==> src/rtl/core_pkg.sv <==
// Shared types and constants for the 5-stage MIPS core: ALU opcodes,
// the zero-register index, and the ID/EX control bundle.
package core_pkg;

   typedef enum logic [2:0] {
      AND  = 3'b000,
      OR   = 3'b001,
      ADD  = 3'b010,
      RAND = 3'b100,
      ROR  = 3'b101,
      SUB  = 3'b110,
      SLT  = 3'b111
   } alu_op_t;

   localparam alu_op_t ALU_NOP  = ADD;
   localparam int      REG_ZERO = 0;

   // alucont is plain bits so the undefined opcode 3'b011 still passes through.
   typedef struct packed {
      logic       valid;
      logic       regwrite;
      logic       memtoreg;
      logic       memwrite;
      logic       alusrc;
      logic [2:0] alucont;
   } ex_ctrl_t;

   localparam ex_ctrl_t CTRL_BUBBLE = '{
      valid:    1'b0,
      regwrite: 1'b0,
      memtoreg: 1'b0,
      memwrite: 1'b0,
      alusrc:   1'b0,
      alucont:  ALU_NOP
   };

endpackage

==> src/rtl/id_ex_stage_fwd_mux.sv <==
// Operand forwarding select for one EX source register: MEM beats WB,
// register 0 is never forwarded, otherwise the register-file value is used.
module fwd_mux
   import core_pkg::*;
#(
   parameter int N  = 32,
   parameter int RW = 5
) (
   input  logic [RW-1:0] idx,
   input  logic [N-1:0]  rf_data,
   input  logic          mem_regwrite,
   input  logic [RW-1:0] mem_writereg,
   input  logic [N-1:0]  mem_data,
   input  logic          wb_regwrite,
   input  logic [RW-1:0] wb_writereg,
   input  logic [N-1:0]  wb_data,
   output logic [N-1:0]  data
);

   logic mem_hit;
   logic wb_hit;

   assign mem_hit = mem_regwrite && (mem_writereg != RW'(REG_ZERO)) && (mem_writereg == idx);
   assign wb_hit  = wb_regwrite  && (wb_writereg  != RW'(REG_ZERO)) && (wb_writereg  == idx);

   always_comb begin
      // NOTE: every path assigns data, so no latch is inferred.
      data = rf_data;
      if (mem_hit) begin
         data = mem_data;
      end else if (wb_hit) begin
         data = wb_data;
      end
   end

endmodule

==> src/rtl/id_ex_stage.sv <==
// ID/EX pipeline register with forwarded ALU operand select and
// load-use hazard detection for the 5-stage MIPS core.
module id_ex_stage
   import core_pkg::*;
#(
   parameter int N  = 32,
   parameter int RW = 5
) (
   input  logic          clk,
   input  logic          rst_n,
   input  logic          stall,
   input  logic          flush,
   input  logic          id_valid,
   input  logic [N-1:0]  id_rs_data,
   input  logic [N-1:0]  id_rt_data,
   input  logic [N-1:0]  id_imm,
   input  logic [RW-1:0] id_rs,
   input  logic [RW-1:0] id_rt,
   input  logic [RW-1:0] id_rd,
   input  logic [2:0]    id_alucont,
   input  logic          id_alusrc,
   input  logic          id_regdst,
   input  logic          id_regwrite,
   input  logic          id_memtoreg,
   input  logic          id_memwrite,
   input  logic          mem_regwrite,
   input  logic [RW-1:0] mem_writereg,
   input  logic [N-1:0]  mem_aluout,
   input  logic          wb_regwrite,
   input  logic [RW-1:0] wb_writereg,
   input  logic [N-1:0]  wb_result,
   output logic [N-1:0]  alu_a,
   output logic [N-1:0]  alu_b,
   output logic [2:0]    alu_cont,
   output logic          ex_valid,
   output logic [RW-1:0] ex_writereg,
   output logic          ex_regwrite,
   output logic          ex_memtoreg,
   output logic          ex_memwrite,
   output logic [N-1:0]  ex_writedata,
   output logic          load_use_stall
);

   ex_ctrl_t      ctrl_d,     ctrl_q;
   logic [RW-1:0] rs_d,       rs_q;
   logic [RW-1:0] rt_d,       rt_q;
   logic [RW-1:0] writereg_d, writereg_q;
   logic [N-1:0]  rs_data_d,  rs_data_q;
   logic [N-1:0]  rt_data_d,  rt_data_q;
   logic [N-1:0]  imm_d,      imm_q;
   logic [N-1:0]  rs_fwd;
   logic [N-1:0]  rt_fwd;

   // A load in EX whose target the decoding instruction reads cannot be forwarded in time.
   assign load_use_stall = ctrl_q.valid && ctrl_q.memtoreg &&
                           (writereg_q != RW'(REG_ZERO)) && id_valid &&
                           ((writereg_q == id_rs) || (writereg_q == id_rt));

   always_comb begin
      ctrl_d     = ctrl_q;
      rs_d       = rs_q;
      rt_d       = rt_q;
      writereg_d = writereg_q;
      rs_data_d  = rs_data_q;
      rt_data_d  = rt_data_q;
      imm_d      = imm_q;
      if (flush || (!stall && load_use_stall)) begin
         ctrl_d     = CTRL_BUBBLE;
         rs_d       = '0;
         rt_d       = '0;
         writereg_d = '0;
         rs_data_d  = '0;
         rt_data_d  = '0;
         imm_d      = '0;
      end else if (!stall) begin
         ctrl_d.valid    = id_valid;
         ctrl_d.regwrite = id_regwrite;
         ctrl_d.memtoreg = id_memtoreg;
         ctrl_d.memwrite = id_memwrite;
         ctrl_d.alusrc   = id_alusrc;
         ctrl_d.alucont  = id_alucont;
         rs_d            = id_rs;
         rt_d            = id_rt;
         writereg_d      = id_regdst ? id_rd : id_rt;
         rs_data_d       = id_rs_data;
         rt_data_d       = id_rt_data;
         imm_d           = id_imm;
      end
   end

   always_ff @(posedge clk or negedge rst_n) begin
      if (!rst_n) begin
         ctrl_q     <= CTRL_BUBBLE;
         rs_q       <= '0;
         rt_q       <= '0;
         writereg_q <= '0;
         rs_data_q  <= '0;
         rt_data_q  <= '0;
         imm_q      <= '0;
      end else begin
         // NOTE: non-blocking so every flop samples pre-edge values of its peers.
         ctrl_q     <= ctrl_d;
         rs_q       <= rs_d;
         rt_q       <= rt_d;
         writereg_q <= writereg_d;
         rs_data_q  <= rs_data_d;
         rt_data_q  <= rt_data_d;
         imm_q      <= imm_d;
      end
   end

   fwd_mux #(.N(N), .RW(RW)) u_fwd_rs (
      .idx          (rs_q),
      .rf_data      (rs_data_q),
      .mem_regwrite (mem_regwrite),
      .mem_writereg (mem_writereg),
      .mem_data     (mem_aluout),
      .wb_regwrite  (wb_regwrite),
      .wb_writereg  (wb_writereg),
      .wb_data      (wb_result),
      .data         (rs_fwd)
   );

   fwd_mux #(.N(N), .RW(RW)) u_fwd_rt (
      .idx          (rt_q),
      .rf_data      (rt_data_q),
      .mem_regwrite (mem_regwrite),
      .mem_writereg (mem_writereg),
      .mem_data     (mem_aluout),
      .wb_regwrite  (wb_regwrite),
      .wb_writereg  (wb_writereg),
      .wb_data      (wb_result),
      .data         (rt_fwd)
   );

   assign alu_a        = rs_fwd;
   assign alu_b        = ctrl_q.alusrc ? imm_q : rt_fwd;
   assign ex_writedata = rt_fwd;
   assign alu_cont     = ctrl_q.alucont;
   assign ex_valid     = ctrl_q.valid;
   assign ex_writereg  = writereg_q;
   assign ex_regwrite  = ctrl_q.regwrite;
   assign ex_memtoreg  = ctrl_q.memtoreg;
   assign ex_memwrite  = ctrl_q.memwrite;

endmodule

==> config.mk <==
export PLATFORM = sky130hd
export DESIGN_NAME = id_ex_stage
export DESIGN_NICKNAME = d
export VERILOG_FILES = /design/src/rtl/core_pkg.sv /design/src/rtl/id_ex_stage_fwd_mux.sv /design/src/rtl/id_ex_stage.sv
export SDC_FILE = /design/constraint.sdc
export NUM_CORES = 1
export LEC_CHECK = 0
export BUFFER_PORTS_ARGS = -buffer_cell sky130_fd_sc_hd__buf_2
export CAP_MARGIN = 20
export CORE_MARGIN = 2
export CORE_UTILIZATION = 43
export DETAILED_ROUTE_END_ITERATION = 12
export GPL_ROUTABILITY_DRIVEN = 0
export PLACE_DENSITY = 0.71
export SLEW_MARGIN = 30
export SYNTH_ARGS = -nofsm -noshare
export SYNTH_HDL_FRONTEND = slang
export SYNTH_SLANG_ARGS = --single-unit
==> constraint.sdc <==
create_clock -name clk -period 2.7 [get_ports clk]
set_input_delay 0.405 -clock clk [delete_from_list [all_inputs] [get_ports clk]]
set_output_delay 0.405 -clock clk [all_outputs]
set_load 0.01 [all_outputs]
==> run_results.csv <==
group,metric,value,unit
setup_path,cp_max_fo,6,
run_status,violations,"setup timing",
power,power_switching,1.52,mW
power,clockPowerShare,41.2,%
synth,yosysTopAreaCell,"dfrtp_1",
synth,synth_area_leaders,"dfrtp_1, nand2_1, mux2i_1",
clock_tree,cts-htree-levels,4,
detailed_routing,vias,7867,
synth,synthArstFlopShare,100,%
clock_tree,clk_latency,420,ps
layout,nets,1353,
clock_tree,cts_buffers,17,
detailed_routing,wirelength,27600,microns
detailed_routing,drt_pass1_iterations,5,
detailed_routing,wl_per_cell,19.8,microns
clock_tree,cts_hold_buffers,0,
synth,ys_ff_latch,119,
floorplan,start_util,43.6,%
synth,ys_types,44,
floorplan,dieArea,0.0185,sq mm
power,power.density,506,mW/mm^2
synth,synth_common_cells,"nand2_1, dfrtp_1, o22ai_1",
global_routing,antenna_found_initial,9,
detailed_routing,drt_iter0_markers,602,
global_routing,gr-usage-met1,35.4,%
floorplan,dieWidth,136,microns
power,switching_share,29.1,%
global_routing,grtUsageMet2,48.0,%
placed_design,place_hpwl,19700,microns
sta,tightestPinTransition,736,ps
sta,postLayoutSetupSlackWorst,-164,ps
floorplan,fp.dieH,136,microns
sta,finalCritPeriodShare,106,%
global_routing,grt_busiest_layer,"met2",
global_routing,grtUsageTotal,29.1,%
synth,syn_area_per_cell,8.76,sq um
global_routing,grt_max_degree,72,
layout,fin_util,60.1,%
global_routing,gr-usage-met3,7.98,%
sta,clock_skew,6.96,ps
synth,ys.flop_type,"dfrtp_1",
layout,final_layout_size_suffix_gt1_share,41.4,%
job,drv_cap,0,
synth,synth_enable_flop_cells,0,
sta,fin_crit,2860,ps
synth,yosysWarnings,0,
global_routing,grt_pass1_vias,7487,
detailed_routing,drc,0,
synth,synth_cells,854,
sta,hold_viol_final,0,
floorplan,rows,48,
setup_path,cp.arrival,2460,ps
detailed_routing,via_per_inst,5.64,
placed_design,io_buffers,308,
floorplan,core,0.0172,sq mm
run_status,outcome,"finished, violations left",
clock_tree,path_clk_slew,50,ps
sta,rsz0062_at_grt,"yes",
synth,synth_area,0.00748,sq mm
clock_tree,cts_tree,"built",
synth,yosys.cell_count.top_type,"nand2_1",
sta,setup_viol,43,
setup_path,path_common_cell,"buf_4",
synth,syn_nets,1054,
power,internal-power,3.71,mW
setup_path,path_cells,"xor2_1 -> nor3_2 -> buf_4 -> buf_4 -> nand3_4 -> buf_4 -> mux2i_2 -> a221oi_4 -> buf_2",
sta,timing.fmax,349,MHz
clock_tree,clock-sinks,119,
synth,ys_seq_area_share,39.8,%
power,combPwrFrac,21.0,%
synth,synth_top_area_share,39.5,%
min_path,hold_class,"in -> async",
layout,fin_area,0.0103,sq mm
detailed_routing,ant_nets,0,
layout,area_growth,37.9,%
global_routing,grt-ovfl-total,0,
placed_design,dp_worst_setup_slack,3.53,ps
clock_tree,root_buffer,"clkbuf_16",
setup_path,criticalPathCategory,"reg -> out",
power,power_frac_seq,37.8,%
global_routing,grt_first_pass_wirelength,41000,microns
setup_path,start_kind,"register",
power,vdd_drop_max,0.440,mV
setup_path,worst_path_largest_cell_delay,430,ps
power,p_leak,4.88,nW
sta,setup_tns,-2260,ps
clock_tree,cts_buffer_depth,2,
placed_design,post_dp_cell_area,0.00935,sq mm
setup_path,timing.critical_path.required,2300,ps
floorplan,ioPinCount,309,
sta,slew_headroom,50.9,%
sta,slew_viol_final,0,
setup_path,cp-end-kind,"output port",
setup_path,slowest_stage,"dfrtp_1",
## layout by cell type, fill, tap and decap left out, types with 3 or more instances in the layout
cell type     n
dfrtp_1     116
buf_6         3
nor2_1       39
a21oi_1      20
nor3_1       30
or4_1         3
nand3_4       3
buf_12       15
clkinvlp_4    7
o32ai_2       5
o21ai_1      29
diode_2       6
a32o_1       13
inv_1        26
buf_4        40
a21oi_2       6
mux2i_1      52
a221oi_2     27
clkbuf_8      3
nand2_1     206
or3b_2       11
xor2_1       26
a221oi_4      5
mux2i_2       8
mux2i_4       3
clkbuf_16    17
and3_1        6
o22ai_1     100
xnor2_1       4
buf_2       305
nor2_2        3
o31ai_1       4
## layer usage
| layer | vias up | share of wire, % |
|---|---|---|
| met5 | - | 0.069 |
| met4 | 2 | 3.5 |
| met1 | 3797 | 39 |
| met2 | 362 | 49 |
| met3 | 64 | 8.3 |
| li1 | 3642 | - |
## worst paths after layout
path / start / end / slack, ps / depth (start not counted)
max in group asynchronous: rst_n / ctrl_q[3] / 1880 / 2
min reg2reg: ex_memwrite / ex_memwrite / 490 / 1
min: rst_n / ex_writereg[0] / 40 / 1
max: rt_q[0] / alu_b[0] / -160 / 9
max reg2reg: ex_writereg[2] / imm_q[2] / 670 / 7
min in group clk: id_rs_data[15] / rs_data_q[15] / 230 / 3
## final cells by class
cell class | count | area (sq um)
inverters | 28 | 108
clock inverters | 11 | 101
diodes | 6 | 15.0
well taps | 225 | 282
clock buffers | 20 | 467
fillers | 1530 | 6860
flip-flops and latches | 119 | 2980
repair buffers | 364 | 2190
multi-input cells | 623 | 4170
## worst max-delay path, delay by kind of cell (launching register included)
family,cells,cell delay (ps)
AO/OA/AOI/OAI,1,270
XOR/XNOR,1,180
buffers and inverters,4,650
flip-flops,1,430
multiplexers,1,170
AND/OR/NAND/NOR,2,320
## sequential cells by signal, indices dropped and copies added, names as in the netlist, 3 cells and up
| register | cells |
|---|---|
| alu_cont | 3 |
| rs_q | 5 |
| ex_writereg | 5 |
| rt_q | 5 |
| rs_data_q | 32 |
| rt_data_q | 32 |
| imm_q | 32 |
## logic make-up (layout without fill, tap and decap cells)
logic type | count (synthesis) | in the layout | share of synthesized area (%)
flip-flops | 119 | 119 | 39.8
other | 0 | 6 | 0
multiplexers | 63 | 63 | 8.43
AND/OR/NAND/NOR | 310 | 311 | 18.0
XOR/XNOR | 30 | 30 | 3.51
buffers and inverters | 113 | 423 | 7.98
AO/OA/AOI/OAI | 219 | 219 | 22.2
## power groups by stage
stage | clock (mW) | sequential [mW] | combinational [mW]
2_1_floorplan | 0 | 1.97 | 0.542
3_3_place_gp | 0 | 1.99 | 1.02
3_5_place_dp | 0 | 2.00 | 1.03
4_1_cts | 2.19 | 1.97 | 1.06
5_1_grt | 2.26 | 1.98 | 1.19
6_report | 2.15 | 1.98 | 1.10
## metrics by stage
step	hold slack, ps	std cells	power (mW)
after global routing	78.2	1393	5.44
after CTS	55.7	1383	5.22
after global placement	471	1346	3.01
final	42.8	1396	5.22
after detailed placement	476	1346	3.03
after floorplan	109	854	2.51
## what timing repair did
item | 4_1_cts | 5_1_grt
resized for setup | 16 | 34
buffers inserted | 4 | 8
gates cloned | 2 | 0
setup endpoints to repair | 62 | 69
pin swaps | 4 | 15
No activity file was read; power rests on OpenSTA's default activity.
